File: config.mk
export PLATFORM = sky130hd
export DESIGN_NAME = conv_encoder_lrpt
export DESIGN_NICKNAME = d
export VERILOG_FILES = /design/src/rtl/conv_encoder_lrpt.sv
export SDC_FILE = /design/constraint.sdc
export NUM_CORES = 1
export LEC_CHECK = 0
export ABC_AREA = 1
export CAP_MARGIN = 20
export CORE_MARGIN = 2
export CORE_UTILIZATION = 35
export CTS_CLUSTER_SIZE = 8
export DETAILED_ROUTE_END_ITERATION = 12
export PLACE_DENSITY_LB_ADDON = 0.15
export RECOVER_POWER = 50
export SKIP_CTS_REPAIR_TIMING = 1
export SLEW_MARGIN = 5
export SYNTH_ARGS = -nofsm -noshare
export SYNTH_HDL_FRONTEND = slang
export SYNTH_SLANG_ARGS = --single-unit
File: constraint.sdc
create_clock -name clk -period 2.5 [get_ports clk]
set_input_delay 0.625 -clock clk [delete_from_list [all_inputs] [get_ports clk]]
set_output_delay 0.625 -clock clk [all_outputs]
set_load 0.03 [all_outputs]
File: src/rtl/conv_encoder_lrpt.sv
// -----------------------------------------------------------------------------
// conv_encoder_lrpt
//   Rate-1/2, constraint-length-7 convolutional encoder producing signed 8-bit
//   soft symbols in the same format the Viterbi decoder consumes. It is used
//   for loopback benches and FPGA self-test.
//
//   Payload bytes arrive on a valid/ready stream. Each byte is encoded MSB
//   first. Every input bit yields two symbols, c1 then c2. Each symbol is
//   handed off on a valid/ready stream at up to one symbol per cycle. When
//   TAIL_EN is set, six zero tail bits follow the final byte of a frame, so
//   the trellis ends in state 0.
//
// Ports
//   clk      in   1  system clock
//   sys_rst  in   1  asynchronous reset, active-high
//   s_data   in   8  payload byte, MSB encoded first
//   s_valid  in   1  s_data valid
//   s_last   in   1  s_data is the final byte of the frame (qualified by s_valid)
//   s_ready  out  1  byte accepted on s_valid && s_ready
//   m_soft   out  8  signed soft symbol (code 0 -> +SOFT_MAG, 1 -> -SOFT_MAG)
//   m_valid  out  1  m_soft valid
//   m_last   out  1  final symbol of the frame
//   m_ready  in   1  sink accepts the symbol on m_valid && m_ready
// -----------------------------------------------------------------------------
module conv_encoder_lrpt #(
    parameter logic [6:0] G1       = 7'h4F,
    parameter logic [6:0] G2       = 7'h6D,
    parameter int         SOFT_MAG = 127,
    parameter bit         TAIL_EN  = 1'b1
) (
    input  logic       clk,
    input  logic       sys_rst,
    input  logic [7:0] s_data,
    input  logic       s_valid,
    input  logic       s_last,
    output logic       s_ready,
    output logic [7:0] m_soft,
    output logic       m_valid,
    output logic       m_last,
    input  logic       m_ready
);

    localparam logic [7:0] SOFT_POS = 8'(SOFT_MAG);
    localparam logic [7:0] SOFT_NEG = 8'd0 - 8'(SOFT_MAG);

    typedef enum logic [1:0] {
        ST_IDLE  = 2'd0,
        ST_SHIFT = 2'd1,
        ST_TAIL  = 2'd2
    } state_t;

    // Even-parity reduction of a 7-bit tap vector.
    function automatic logic parity7(input logic [6:0] v);
        return ^v;
    endfunction

    // Soft symbol for one input bit, given the register contents it is combined with.
    // sel = 0 selects the G1 output (c1) and sel = 1 selects the G2 output (c2).
    function automatic logic [7:0] soft_sym(input logic in_bit,
                                            input logic [5:0] sr,
                                            input logic sel);
        logic [6:0] w;
        logic       c;
        w = {in_bit, sr};
        if (sel) begin
            c = parity7(w & G2);
        end else begin
            c = parity7(w & G1);
        end
        return c ? SOFT_NEG : SOFT_POS;
    endfunction

    state_t     state_q,   state_d;
    logic [5:0] sr_q,      sr_d;
    logic [7:0] byte_q,    byte_d;
    logic       last_q,    last_d;
    logic [2:0] bit_cnt_q, bit_cnt_d;
    logic       sym_sel_q, sym_sel_d;
    logic [7:0] m_soft_q,  m_soft_d;
    logic       m_valid_q, m_valid_d;
    logic       m_last_q,  m_last_d;

    logic       handoff_s;
    logic       byte_done_s;
    logic       cur_bit_s;
    logic       next_bit_s;
    logic [2:0] bit_cnt_m1_s;
    logic [5:0] sr_adv_s;
    logic       s_ready_s;
    logic       accept_s;

    // Per-cycle helpers: the bit being encoded, the shifted register, and the input handshake.
    always_comb begin
        handoff_s    = m_valid_q & m_ready;
        byte_done_s  = handoff_s & sym_sel_q & (bit_cnt_q == 3'd0);
        bit_cnt_m1_s = bit_cnt_q - 3'd1;
        if (state_q == ST_SHIFT) begin
            cur_bit_s  = byte_q[bit_cnt_q];
            next_bit_s = byte_q[bit_cnt_m1_s];
        end else begin
            // Tail bits are zero.
            cur_bit_s  = 1'b0;
            next_bit_s = 1'b0;
        end
        // The newest bit enters at the top and the oldest bit drops off the bottom.
        sr_adv_s = {cur_bit_s, sr_q[5:1]};
        if (sys_rst) begin
            s_ready_s = 1'b0;
        end else if (state_q == ST_IDLE) begin
            s_ready_s = 1'b1;
        end else if ((state_q == ST_SHIFT) && byte_done_s && !last_q) begin
            // Take the next byte in the same cycle as the 16th symbol, so there is no bubble.
            s_ready_s = 1'b1;
        end else begin
            s_ready_s = 1'b0;
        end
        accept_s = s_valid & s_ready_s;
    end

    // Next-state and next-output logic. Every register holds unless a handoff or an accept moves it.
    always_comb begin
        state_d   = state_q;
        sr_d      = sr_q;
        byte_d    = byte_q;
        last_d    = last_q;
        bit_cnt_d = bit_cnt_q;
        sym_sel_d = sym_sel_q;
        m_soft_d  = m_soft_q;
        m_valid_d = m_valid_q;
        m_last_d  = m_last_q;

        case (state_q)
            ST_IDLE: begin
                if (accept_s) begin
                    state_d   = ST_SHIFT;
                    byte_d    = s_data;
                    last_d    = s_last;
                    bit_cnt_d = 3'd7;
                    sym_sel_d = 1'b0;
                    m_valid_d = 1'b1;
                    m_last_d  = 1'b0;
                    m_soft_d  = soft_sym(s_data[7], sr_q, 1'b0);
                end else begin
                    m_valid_d = 1'b0;
                    m_last_d  = 1'b0;
                    m_soft_d  = 8'd0;
                end
            end

            ST_SHIFT: begin
                if (handoff_s && !sym_sel_q) begin
                    // c1 was taken. Present c2 of the same bit.
                    sym_sel_d = 1'b1;
                    m_soft_d  = soft_sym(cur_bit_s, sr_q, 1'b1);
                    m_last_d  = last_q & (TAIL_EN == 1'b0) & (bit_cnt_q == 3'd0);
                end else if (handoff_s) begin
                    // c2 was taken. The bit is now committed to the shift register.
                    sr_d = sr_adv_s;
                    if (bit_cnt_q != 3'd0) begin
                        bit_cnt_d = bit_cnt_m1_s;
                        sym_sel_d = 1'b0;
                        m_soft_d  = soft_sym(next_bit_s, sr_adv_s, 1'b0);
                    end else if (!last_q && accept_s) begin
                        byte_d    = s_data;
                        last_d    = s_last;
                        bit_cnt_d = 3'd7;
                        sym_sel_d = 1'b0;
                        m_last_d  = 1'b0;
                        m_soft_d  = soft_sym(s_data[7], sr_adv_s, 1'b0);
                    end else if (last_q && TAIL_EN) begin
                        state_d   = ST_TAIL;
                        bit_cnt_d = 3'd5;
                        sym_sel_d = 1'b0;
                        m_soft_d  = soft_sym(1'b0, sr_adv_s, 1'b0);
                    end else begin
                        state_d   = ST_IDLE;
                        bit_cnt_d = 3'd0;
                        sym_sel_d = 1'b0;
                        m_valid_d = 1'b0;
                        m_last_d  = 1'b0;
                        m_soft_d  = 8'd0;
                    end
                end else begin
                    // The sink is stalling. Hold everything.
                    state_d = ST_SHIFT;
                end
            end

            ST_TAIL: begin
                if (handoff_s && !sym_sel_q) begin
                    sym_sel_d = 1'b1;
                    m_soft_d  = soft_sym(1'b0, sr_q, 1'b1);
                    m_last_d  = (bit_cnt_q == 3'd0);
                end else if (handoff_s) begin
                    sr_d = sr_adv_s;
                    if (bit_cnt_q != 3'd0) begin
                        bit_cnt_d = bit_cnt_m1_s;
                        sym_sel_d = 1'b0;
                        m_soft_d  = soft_sym(1'b0, sr_adv_s, 1'b0);
                    end else begin
                        state_d   = ST_IDLE;
                        bit_cnt_d = 3'd0;
                        sym_sel_d = 1'b0;
                        m_valid_d = 1'b0;
                        m_last_d  = 1'b0;
                        m_soft_d  = 8'd0;
                    end
                end else begin
                    state_d = ST_TAIL;
                end
            end

            default: begin
                state_d   = ST_IDLE;
                sr_d      = 6'd0;
                bit_cnt_d = 3'd0;
                sym_sel_d = 1'b0;
                m_valid_d = 1'b0;
                m_last_d  = 1'b0;
                m_soft_d  = 8'd0;
            end
        endcase
    end

    // State, shift register, and registered output stage.
    always_ff @(posedge clk or posedge sys_rst) begin
        if (sys_rst) begin
            state_q   <= ST_IDLE;
            sr_q      <= 6'd0;
            byte_q    <= 8'd0;
            last_q    <= 1'b0;
            bit_cnt_q <= 3'd0;
            sym_sel_q <= 1'b0;
            m_soft_q  <= 8'd0;
            m_valid_q <= 1'b0;
            m_last_q  <= 1'b0;
        end else begin
            state_q   <= state_d;
            sr_q      <= sr_d;
            byte_q    <= byte_d;
            last_q    <= last_d;
            bit_cnt_q <= bit_cnt_d;
            sym_sel_q <= sym_sel_d;
            m_soft_q  <= m_soft_d;
            m_valid_q <= m_valid_d;
            m_last_q  <= m_last_d;
        end
    end

    assign s_ready = s_ready_s;
    assign m_soft  = m_soft_q;
    assign m_valid = m_valid_q;
    assign m_last  = m_last_q;

endmodule
After elaboration in Yosys (flattened, before gate mapping):

Index checks and enable logic that the tools add are counted.

* flip-flop bits (word level): 31
* input bits: 13
* word-level logic and storage cells: 171

* add/sub/neg operators: 1
* order comparisons: 2
* eq/ne operators: 23
* multiplexer cells: 106
* bitwise operators: 5
* reduce and logical (&&, ||, !) cells: 25

Operator list (count)
* $mux W8: 21
* $mux W1: 54
* $reduce_xor A7 Y1: 6
* $mux W3: 9
* $pmux W8 S3: 1
* $ne A2 B2 Y1 const B: 10
* $mux W2: 9
* $ne A3 B3 Y1 const B: 6
* $pmux W8 S2: 1
* $mux W6: 2
* $pmux W6 S2: 1
* $reduce_and A6 Y1: 2
* $reduce_and A5 Y1: 2
* $pmux W3 S3: 1
* $lt A3 B4 Y1 const B: 2
* $reduce_and A8 Y1: 1
* $bmux W1 S3: 2
* $pmux W1 S2: 3
* $pmux W2 S3: 1
* $and A1 B1 Y1: 4
* $logic_and A1 B1 Y1: 4
* $ne A2 B1 Y1 const B: 2
* $ne A4 B2 Y1 const B: 1
* $reduce_and A2 Y1: 2
* other kinds (14): 15

Depth between registers and ports, before layout:

* depth after elaboration: 22
* gate-level depth with buffers: 17
* gate-level depth less buffers: 17

Worst setup path after synthesis:

No wires, ideal clock.

* kind: reg-to-reg
* start point: reg bit_cnt_q[0]
* end point: reg byte_q[7]
* setup time: 0.121 ns
* arrival: 2.097 ns
* required time: 2.379 ns
* setup slack: 0.283 ns
* cell stages (with the launch flop): 15
* path buffers: 1
* cell sequence: dfrtp_1 -> clkinv_1 -> ha_1 -> inv_1 -> nor2_4 -> inv_4 -> nor2_4 -> nand2_2 -> a21oi_2 -> nand4_1 -> o21ai_2 -> nand4_4 -> buf_6 -> nand2_1 -> o21ai_1

* word-level cells in the longest chain between the ends: 11
* elaborated cells on any way between the ends: 14

Ends and longest elaborated chain
* from (decl): line 77 `logic [2:0] bit_cnt_q, bit_cnt_d;`
* from (signal assigned): line 242 `bit_cnt_q <= bit_cnt_d;`
* $logic_not A3 Y1 (*): line 95 `byte_done_s = handoff_s & sym_sel_q & (bit_cnt_q == 3'd0);`
* $and A1 B1 Y1 (*): line 95
* $logic_and A1 B1 Y1 (*) (2 in series): line 111 `end else if ((state_q == ST_SHIFT) && byte_done_s && !last_q) begin`
* $mux W1 (*): line 111
* $mux W1 (*): line 109 `end else if (state_q == ST_IDLE) begin`
* $mux W1 (*): line 107 `if (sys_rst) begin`
* via s_ready: line 36 `output logic s_ready,`
* $and A1 B1 Y1 (*): line 117 `accept_s = s_valid & s_ready_s;`
* $logic_and A1 B1 Y1: line 163 `end else if (!last_q && accept_s) begin`
* $ne A2 B1 Y1 (no line)
* $reduce_and A6 Y1 (no line) (*)
* to (signal assigned): line 240 `byte_q <= byte_d;`
* to (decl): line 75 `logic [7:0] byte_q, byte_d;`

The timed path passes the listed nets; every way through them passes the cells marked *.
A chain may end at the register's enable or synchronous reset.

Worst setup path after layout:

* start point: reg bit_cnt_q[1]
* end point: out s_ready

* word-level cells in the longest chain between the ends: 7

Ends and longest elaborated chain (line)
* $logic_not A3 Y1: 95
* $and A1 B1 Y1: 95
* $logic_and A1 B1 Y1 (2 in series): 111
* $mux W1: 111
* $mux W1: 109
* $mux W1: 107
* to (decl): 36

No other way between the ends.

==> metrics <==
clock tree buffer depth 2; most frequent cells after synthesis 81 x nand2_1, 40 x inv_1, 26 x dfrtp_1; Vias/cell 4.69; Post-Syn Area roughly 1900 µm²; Hold Crit Endpoint m_soft[7]; CP Max Fanout 8; FILL cells between 500 and 600; Total Wirelength approximately 4.4 mm; Crit. Startpoint bit_cnt_q[1]; share of synthesized registers carrying an async set or reset 100%; Worst Setup End Kind output port; Root Buffer clkbuf_8; Peak VDD IR about 0.56 mV; I/O pins 24; Core Footprint approximately 5100 µm²; worst slew pin tran 0.471 ns; final core utilization between 40 and 50%; GPL Wtd Cong roughly 0.85; RR Endpoint state_q[1]; ranking of synthesized cells by area dfrtp_1 35%, nand2_1 16%, inv_1 8.1%; Synth Area per Inst between 6 and 7 µm²; Die ar. around 6000 µm²; source of the worst hold timing path m_soft[7]; antenna violation net count after detailed routing 0; hold path cells 2; share of layout cells above drive strength 1 8.50%; die height just under 80 µm; register area around 650 µm²; Clock Sink Count 26; most common cell in the netlist nand2_1; leakage power between 1 and 1.5 nW; max_slew headroom about two thirds; via count of the routed design about 1.7k; Synth area leader dfrtp_1; Hold Fails Final Rpt 0; Yosys warning count 0; CP Launch Type register; count of pins over their slew limit 0; r2r setup slk a little under 0.4 ns; Total Power approximately 3.3 mW; Die Span X about 77 µm; outcome complete, no violations; clock latency on the worst-skew pair roughly 0.28 ns; synthesized instance count about 270; Main synth FF type dfrtp_1; number of cells on the worst reg-to-reg path 15; Starting Density 36.4%; Crit path arrival time roughly 1.7 ns; synthesized net count about 290; ANT cells 0; DRC 0; CTS Buf Count 3; initial antenna violation count 0; Setup Skew 0.00509 ns; Cell variety after synth 32; RSZ-0062 raised after global routing false; number of synthesized flops with an enable pin 0; Clk pin slew, worst setup/hold paths roughly 0.1 ns; max-cap viol count 0; first-pass GRT wire length around 7.5 mm; final setup vio count 0; worst path required time 1.88 ns; RR Startpoint bit_cnt_q[1]; Total Routing Usage GR ~16%; min Tclk post-route 2.33 ns; TNS Setup 0 ns; H-tree Lvls 1; dpl hpwl ~3.3 mm; largest net degree at the start of global routing 28; area grow syn2layout 21.1%; vias in the first global route approximately 1.6k; type of the most critical hold path register to register; wire length per cell 12.0 µm; Yosys reg bits 26; FMAX 429 MHz; pwr dens ~1500 nW/µm²; Pre-antenna DRT Iters 4; Iter 0 DRT Violations between 100 and 150; Rows 26; CTS tree yes; # nets final roughly 310; GRT overflow 0; Yosys top cell area share roughly a third; post-synthesis sequential area ratio a little over a third; area of the multi-input gates ~990 µm²; IO Port Bufs 23; Period Utilization, post-route between 90 and 100%; Crit Path Class register to output port
## layout by cell type (no fill, tap or decap)
master,n
clkbuf_8,3
a21oi_2,1
inv_2,1
o21ai_2,1
mux2_2,1
nor2_4,2
o22ai_1,7
nand3_1,21
a211oi_2,1
o211ai_1,3
nor2_2,2
ha_1,6
nor2_1,15
dlygate4sd3_1,5
bufinv_16,1
o21ai_0,15
xor2_1,5
dfrtp_1,26
clkdlybuf4s50_1,17
nand4_4,1
or2_1,1
clkbuf_1,1
clkinv_1,1
nand2_1,81
buf_4,9
xnor2_1,4
o31ai_1,1
nand4_1,4
nand2_2,1
inv_4,1
o21ai_1,2
inv_1,40
nand3b_1,2
a21oi_1,12
## stage by stage
step	cells	hold slack, ns	area (µm²)	setup WS, ns
finish	364	0.491	2250	0.167
global placement	360	0.470	2190	0.0859
detailed placement	360	0.476	2190	0.0823
CTS	364	0.502	2260	0.161
global route	364	0.510	2250	0.0537
floorplan	266	0.481	1860	0.283
## flip-flops by register name (all words and copies together) (netlist names)
register and cells:
bit_cnt_q 3, byte_q 8, last_q 1, m_last 1, m_soft 3, m_valid 1, sr_q 6, state_q 2
sym_sel_q 1
## report_power, final
group          switching, mW  internal (mW)  total [mW]
clock network          0.151          0.215       0.366
logic                   1.38          0.804        2.18
registers              0.132          0.598       0.731
## how the worst max path moves through the flow
stage	endpoint	cells after the start
floorplan	byte_q[7]	14
global placement	m_soft[6]	11
detailed placement	state_q[0]	12
CTS	s_ready	9
global route	s_ready	9
finish	s_ready	9
## cell families after synthesis
kind of cell / Yosys count / share of synthesized area (%)
DFF: 26 / 35.0
buffers and inverters: 51 / 11.9
muxes: 1 / 0.605
adders and majority gates: 6 / 4.03
and+or+nand+nor: 130 / 30.9
xor gates and xnor gates: 9 / 4.24
AOI/OAI and AO/OA: 43 / 13.4
## per-layer routing
metal / share of wire (%) / global-route usage, % / vias to the layer above / routed length (µm)
li1: - / - / 899 / -
met1: 50 / 22.0 / 767 / 2160
met2: 46 / 24.9 / 33 / 2020
met3: 3.2 / 1.88 / 7 / 140
met4: 0.87 / 4.36 / 0 / 38
met5: 0 / 0 / - / 0
## area by class of cell
type	instances	share of cell area, %
Timing Repair Buffer	32	12.9
Clock inverter	1	1.33
Tap cell	70	3.89
Clock buffer	3	1.83
Inverter	43	7.27
Sequential cell	26	28.9
Multi-Input combinational cell	189	43.9
## worst max-delay path, stage by stage (launching register included)
cell and delay, ns:
dfrtp_1 0.43, inv_1 0.14, ha_1 0.16, inv_1 0.06, nor2_4 0.10, inv_4 0.07
nor2_4 0.08, nand2_2 0.06, a21oi_2 0.14, buf_4 0.18
Power figures use the tool's default switching activity.
